## src/rtl/mem_resp_pkg.sv

```systemverilog
// mem_resp_pkg: shared FSM encoding, default sizing and request record for the memory responder.
package mem_resp_pkg;
  localparam int DEPTH_DEF = 64;
  localparam int WAIT_DEF = 2;
  localparam logic [1:0] ST_IDLE = 2'd0;
  localparam logic [1:0] ST_WAIT = 2'd1;
  localparam logic [1:0] ST_RESP = 2'd2;
  typedef struct packed {
    logic        write;
    logic [31:0] addr;
    logic [31:0] wdata;
  } req_t;
endpackage

```

## src/rtl/mem_resp_array.sv

```systemverilog
// mem_resp_array: word storage with single write port, combinational read and async clear on reset.
module mem_resp_array
  import mem_resp_pkg::*;
#(
  parameter int DEPTH = DEPTH_DEF,
  parameter int AW = $clog2(DEPTH)
) (
  input  logic          clk,
  input  logic          reset,
  input  logic          we_i,
  input  logic [AW-1:0] idx_i,
  input  logic [31:0]   wdata_i,
  output logic [31:0]   rdata_o
);
  logic [31:0] mem_q [DEPTH];
  always_ff @(posedge clk or negedge reset)
    if (!reset) mem_q <= '{default: '0};
    else if (we_i) mem_q[idx_i] <= wdata_i;
  assign rdata_o = mem_q[idx_i];
endmodule

```

## src/rtl/mem_responder.sv

```systemverilog
// mem_responder: valid/ready memory slave with WAIT_CYCLES wait states; address error checking
// is enabled by defining MEM_RESP_ERR_EN.
module mem_responder
  import mem_resp_pkg::*;
#(
  parameter int DEPTH = DEPTH_DEF,
  parameter int WAIT_CYCLES = WAIT_DEF
) (
  input  logic        clk,
  input  logic        reset,
  input  logic        req_valid,
  output logic        req_ready,
  input  logic        req_write,
  input  logic [31:0] req_addr,
  input  logic [31:0] req_wdata,
  output logic        resp_valid,
  input  logic        resp_ready,
  output logic [31:0] resp_rdata,
  output logic        resp_err
);
  localparam int AW = $clog2(DEPTH);
  logic [1:0] state_q, state_d;
  logic [3:0] cnt_q, cnt_d;
  req_t req_q, req_d, in_req, cur_req;
  logic [31:0] rdata_q, rdata_d, mem_rdata;
  logic err_q, err_d, accept, enter_resp, bad, we;
  assign in_req = '{write: req_write, addr: req_addr, wdata: req_wdata};
  assign accept = req_valid && state_q == ST_IDLE;
  // With zero wait states the request completes on its accepting edge, before req_q holds it.
  assign cur_req = state_q == ST_IDLE ? in_req : req_q;
  assign enter_resp = (accept && WAIT_CYCLES == 0) || (state_q == ST_WAIT && cnt_q == 4'd0);
`ifdef MEM_RESP_ERR_EN
  assign bad = cur_req.addr[1:0] != 2'b00 || (cur_req.addr >> 2) >= 32'(DEPTH);
`else
  logic unused_addr;
  assign unused_addr = ^{cur_req.addr[31:AW+2], cur_req.addr[1:0]};
  assign bad = 1'b0;
`endif
  assign we = enter_resp && cur_req.write && !bad;
  mem_resp_array #(.DEPTH(DEPTH), .AW(AW)) u_array (
    .clk(clk),
    .reset(reset),
    .we_i(we),
    .idx_i(cur_req.addr[AW+1:2]),
    .wdata_i(cur_req.wdata),
    .rdata_o(mem_rdata)
  );
  always_comb begin
    state_d = accept ? (WAIT_CYCLES == 0 ? ST_RESP : ST_WAIT)
            : state_q == ST_WAIT ? (cnt_q == 4'd0 ? ST_RESP : ST_WAIT)
            : (state_q == ST_RESP && resp_ready) ? ST_IDLE : state_q;
    cnt_d = (accept && WAIT_CYCLES != 0) ? 4'(WAIT_CYCLES - 1)
          : (state_q == ST_WAIT && cnt_q != 4'd0) ? cnt_q - 4'd1 : cnt_q;
    req_d = accept ? in_req : req_q;
    rdata_d = enter_resp ? ((bad || cur_req.write) ? 32'd0 : mem_rdata) : rdata_q;
    err_d = enter_resp ? bad : err_q;
  end
  always_ff @(posedge clk or negedge reset)
    if (!reset) begin
      state_q <= ST_IDLE;
      cnt_q <= '0;
      req_q <= '0;
      rdata_q <= '0;
      err_q <= 1'b0;
    end else begin
      state_q <= state_d;
      cnt_q <= cnt_d;
      req_q <= req_d;
      rdata_q <= rdata_d;
      err_q <= err_d;
    end
  assign req_ready = state_q == ST_IDLE;
  assign resp_valid = state_q == ST_RESP;
  assign resp_rdata = rdata_q;
  assign resp_err = err_q;
endmodule

```

## config.mk

```make
export PLATFORM = sky130hd
export DESIGN_NAME = mem_responder
export DESIGN_NICKNAME = d
export VERILOG_FILES = /design/src/rtl/mem_resp_pkg.sv /design/src/rtl/mem_resp_array.sv /design/src/rtl/mem_responder.sv
export SDC_FILE = /design/constraint.sdc
export NUM_CORES = 2
export LEC_CHECK = 0
export ABC_AREA = 1
export CORE_UTILIZATION = 45
export CTS_CLUSTER_DIAMETER = 40
export DETAILED_ROUTE_END_ITERATION = 7
export PLACE_DENSITY = 0.6
export REMOVE_ABC_BUFFERS = 1
export SETUP_SLACK_MARGIN = 0.02
export SYNTH_ARGS = -nofsm -noshare
export SYNTH_HDL_FRONTEND = slang
export SYNTH_SLANG_ARGS = --single-unit
export TNS_END_PERCENT = 20
```

## constraint.sdc

```tcl
create_clock -name clk -period 2.4 [get_ports clk]
set_input_delay 0.36 -clock clk [delete_from_list [all_inputs] [get_ports clk]]
set_output_delay 0.36 -clock clk [all_outputs]
set_load 0.01 [all_outputs]
```

; ---- After elaboration in Yosys (flattened, before gate mapping)
; Cells that the tools add are included.
; W data, S select, Z words.
[totals]
register_bits = 2151
inputBits = 69
word_cells = 101
[classes]
n_addsub = 1
n_lt_le_gt_ge = 2
n_eq_ne = 2
n_mux = 14
bitwise = 1
reduce_logical = 11
[op_table]
columns = cell, n
row1 = $bwmux W2048, 1
row2 = $bmux W32 S6, 1
row3 = $demux W32 S6, 1
row4 = $mux W32, 4
row5 = $mux W65, 1
row6 = $mux W2, 4
row7 = $mux W4, 2
row8 = $ge A7 B7 Y1 const B, 1
row9 = $lt A7 B1 Y1 const B, 1
row10 = $not A6 Y7, 1
row11 = $logic_and A1 B1 Y1, 6
row12 = $logic_not A4 Y1, 1
row13 = $reduce_bool A4 Y1, 1
row14 = $sub A4 B1 Y4 const B, 1
row15 = $reduce_bool A3 Y1, 1
row16 = $eq A2 B1 Y1 const B, 1
row17 = $eq A2 B2 Y1 const B, 1
row18 = $logic_not A2 Y1, 1
row19 = $reduce_bool A2 Y1, 1

; ---- Longest topological paths before layout
[depth]
word_depth = 8
ltp_mapped = 18

; ---- By module
; A second synthesis with hierarchy kept.
[hier_totals]
cells_unflattened = 13563
hier_area_um2 = 99484.2
[modules_own_cells]
columns = mod, instances, cells_each, area_per_inst_um2
row1 = mem_resp_array, 1, 13128, 95908.2
row2 = mem_responder, 1, 435, 3575.9

; ---- Worst setup path after synthesis
; Ideal clock, no wire load.
[synth_path]
path_kind = register to register
start = reg state_q[1]
end = reg u_array.mem_q[123] (netlist bit)
setup_ns = 0.133
arrival_ns = 2.253
required_ns = 2.267
path_slack_ns = 0.014
path_stages_with_launch = 10
cell_sequence = dfrtp_1 > nor2_2 > buf_2 > o21ai_1 > nor3_1 > clkbuf_1 > nand2_1 > clkbuf_1 > nand2_1 > o21ai_0
[synth_between]
elab_chain_cells = 8
[synth_lines]
columns = item, line_no
row1 = start: declaration, mem_responder.sv:22  ; logic [1:0] state_q, state_d;
row2 = start signal: assignment, mem_responder.sv:66  ; state_q <= state_d;
row3 = $logic_not A2 Y1, mem_responder.sv:30  ; assign cur_req = state_q == ST_IDLE ? in_req : req_q;
row4 = $mux W65, mem_responder.sv:30
row5 = $not A6 Y7 (implied by the code), mem_resp_array.sv:18  ; else if (we_i) mem_q[idx_i] <= wdata_i;
row6 = $ge A7 B7 Y1 (implied by the code) / $lt A7 B1 Y1 (equally long branches), mem_resp_array.sv:18
row7 = $logic_and A1 B1 Y1 (implied by the code), mem_resp_array.sv:18
row8 = $mux W32 (implied by the code), mem_resp_array.sv:18
row9 = $demux W32 S6, mem_resp_array.sv:18
row10 = $bwmux W2048, mem_resp_array.sv:18
row11 = end signal: indexed assignment, mem_resp_array.sv:18
row12 = end: declaration, mem_resp_array.sv:15  ; logic [31:0] mem_q [DEPTH];
; Parallel ways exist; a longest one is shown, timed or not.
; A chain may end at the register's enable or synchronous reset.

; ---- Final worst setup path
[layout_path]
start = reg state_q[0]
end = reg rdata_q[0], in the netlist resp_rdata[0]
[layout_between]
elab_chain_cells = 7
[layout_lines]
columns = item, line_no
row1 = $logic_not A2 Y1, mem_responder.sv:30
row2 = $mux W65, mem_responder.sv:30
row3 = $not A6 Y7 (implied by the code), mem_resp_array.sv:19  ; assign rdata_o = mem_q[idx_i];
row4 = $bmux W32 S6, mem_resp_array.sv:19
row5 = $mux W32 (implied by the code) (2 in series), mem_resp_array.sv:19
row6 = $mux W32, mem_responder.sv:55  ; rdata_d = enter_resp ? ((bad || cur_req.write) ? 32'd0 : mem_rdata) : rdata_q;
row7 = end signal: assignment, mem_responder.sv:69  ; rdata_q <= rdata_d;
row8 = end: declaration, mem_responder.sv:25  ; logic [31:0] rdata_q, rdata_d, mem_rdata;
; Parallel ways exist; a longest one is shown, timed or not. The select of a mux whose other input is x is not followed.

==> results.toml <==
[worst_setup_path]
setup.worst_path.start_class = "flop"
r2r_start = "state_q[0]"
cp.arrival_ns = 3.66
cp-startpoint = "state_q[0]"
crit_fanout = 8
worstSetupPathType = "reg -> reg"
ff2ff_path_depth = 17
worstPathRequired_ns = 3.31
worst_setup_path_end_kind = "flop"

[grt]
grt_max_degree = 95
grt_pass1_vias = 90367
grt.total_usage_pct = 33.7
grt_pass1_wl_mm = 570
gr-total-overflow = 0
grt_antenna_before_repair = 16

[logic_synthesis]
synth_edf_count = 0
netlist.top_cell.by_area = "dfrtp_1"
synth-seq-cells = 2125
synth_top_area_share_pct = 53.2
synth_flop_cell = "dfrtp_1"
synth-async-reset-ratio_pct = 100
ys_seq_area_share_pct = 53.2
synth.distinct_cells = 27
yosys-top-cells-area = "dfrtp_1 53%, nand2_1 23%, o21ai_0 10%"
yosysWarningCount = 0
syn_avg_cell_area_um2 = 7.45
netlist_area_um2 = 100000
synthCells = 13416
synth_common_cells = "6074 x nand2_1, 2125 x dfrtp_1, 1990 x o21ai_0"
synth_most_common_cell = "nand2_1"

[power_and_ir_drop]
swShare_pct = 22.1
combPwrFrac_pct = 1.3
p_sw_mw = 19.9
finalPower_mw = 90.1
power_frac_clock_pct = 58.9
p_leak_nw = 59.7
ir_drop_mv = 0.749
internal-power_mw = 70.2
p_per_area_nw_per_um2 = 683
pwr-share-seq_pct = 39.8

[placement]
place_congestion = 0.915
placed_area_um2 = 111000
dp_slack_ns = -1.45
io_buffers = 76
hpwl_mm = 231
place_inst = 16241

[timing]
setup_violations = 2086
period_needed_ns = 2.76
tightest_slew_ns = 1.08
drv_slew = 0
setup_ws_ns = -0.356
fmax_ghz = 0.363
finalCritPeriodShare_pct = 115
max-slew-margin-rel_pct = 27.7
rsz0062_at_grt = "true"
finalSetupTns_ns = -380.10
fin_worst_skew_ns = 0.0762
hold_ws_ns = 0.0256
final_hold_viol_count = 0

[clocking]
cts_tree = "done"
clock-sinks = 2125
root_buffer = "clkbuf_16"
htreeDepth = 5
cts_buffers = 361
clock_path_buffers = 4
clk_pin_slew_ns = 0.05
clk_latency_ns = 0.97

[cells_and_area]
stdcell_area_um2 = 132000
drive_gt1_share_pct = 15.8
fin_util_pct = 59.9
fill_cells = 19066
fin_nets = 14035
area_growth_pct = 31.9
finalNonFillerCells = 17197

[route]
vias = 96035
routed_wl_mm = 404
drt-initial-drc-count = 12303
ant_nets = 0
routedWlPerCell_um = 23.5
drc = 0
via_per_inst = 5.58
first_pass_iters = 7

[status]
violations = "negative setup slack"
status = "complete, but fails checks"

[floorplan]
die_w_um = 473
coreArea_um2 = 220000
ios = 104
start_util_pct = 45.4
fp.dieArea_um2 = 224000
dieHeight_um = 473
rows = 172

[min_path]
hp-start = "req_wdata[18]"
holdPathStages = 3
hp-class = "in -> reg"

[flow_run]
drv_cap = 0
state kept, by name, summed over array words and instances (netlist names):
register	flops
u_array.mem_q	2048
req_q	39
resp_rdata	32
cnt_q	4
state_q	2
final timing paths:
check | slack [ns] | end
min reg2reg | 0.47 | u_array.mem_q[1075]
max reg2reg | -0.36 | resp_rdata[0]
max in group asynchronous | 1.13 | u_array.mem_q[76]
min | 0.03 | req_q[18]
min in group asynchronous | 0.09 | u_array.mem_q[763]
max | -0.36 | resp_rdata[0]
layout make-up:
| type | instances | area, µm² | area share (%) |
|---|---|---|---|
| Multi-Input combinational cell | 9314 | 42200 | 32.0 |
| Inverter | 964 | 3660 | 2.77 |
| Timing Repair Buffer | 1198 | 16800 | 12.7 |
| Clock buffer | 427 | 9790 | 7.42 |
| Clock inverter | 204 | 2540 | 1.93 |
| Antenna cell | 7 | 17.5 | 0.0133 |
| Sequential cell | 2125 | 53200 | 40.3 |
| Tap cell | 2958 | 3700 | 2.81 |
layout by cell type (no fill, tap or decap), drive strengths merged, types with 7 or more instances in the layout:
cell           instances
nand4                 22
a21oi                 44
clkbuf               496
buf                 1009
nor2                 115
bufinv                45
nand2               6078
nor4                   8
clkinvlp              42
inv                 1004
diode                  7
o21ai               2251
nand3b                78
dlygate4sd3           27
clkinv                77
dfrtp               2125
bufbuf                19
nand3                705
clkdlybuf4s50         73
worst max-delay path, stage by stage, from the launching register on:
cell	delay [ns]
dfrtp_2	0.45
nor2_4	0.14
buf_12	0.17
buf_12	0.13
buf_12	0.14
nand2_4	0.06
o21ai_4	0.08
inv_2	0.08
buf_4	0.15
nand3_4	0.10
clkinv_2	0.09
buf_6	0.16
buf_4	0.18
o21ai_1	0.09
nand2_2	0.14
nor2_4	0.33
nand3_2	0.11
nand2_1	0.06
per-layer routing:
| layer | routed length [µm] | track usage (%) |
|---|---|---|
| met5 | 68 | 0 |
| met4 | 27600 | 18.3 |
| met3 | 39600 | 5.83 |
| met2 | 177000 | 52.2 |
| met1 | 159000 | 44.9 |
power groups by stage:
| stage | Sequential (mW) | Clock (mW) | Combinational, mW |
|---|---|---|---|
| 2_1_floorplan | 36.5 | 0 | 0.0161 |
| 3_3_place_gp | 36.5 | 0 | 1.13 |
| 3_5_place_dp | 36.5 | 0 | 1.15 |
| 4_1_cts | 35.9 | 53.4 | 1.19 |
| 5_1_grt | 35.8 | 54.9 | 1.30 |
| 6_report | 35.9 | 53.1 | 1.16 |
what timing repair did:
action,in CTS,in global routing
cloned,50,86
hold endpoints to repair,562,0
endpoints found under the setup margin,2097,2095
setup buffers,97,63
gates resized for setup,618,474
hold buffers,27,0
pin swaps,78,69
cell families after synthesis:
| family | after synthesis | share of synthesized area [%] |
|---|---|---|
| AOI/OAI and AO/OA | 2296 | 11.5 |
| xor gates and xnor gates | 1 | 0.00876 |
| adders and majority gates | 2 | 0.0250 |
| buffers and inverters | 1979 | 7.53 |
| DFF | 2125 | 53.2 |
| muxes | 2 | 0.0200 |
| other | 1 | 0.00375 |
| and+or+nand+nor | 7010 | 27.7 |
No activity file was read; power rests on OpenSTA's default activity.
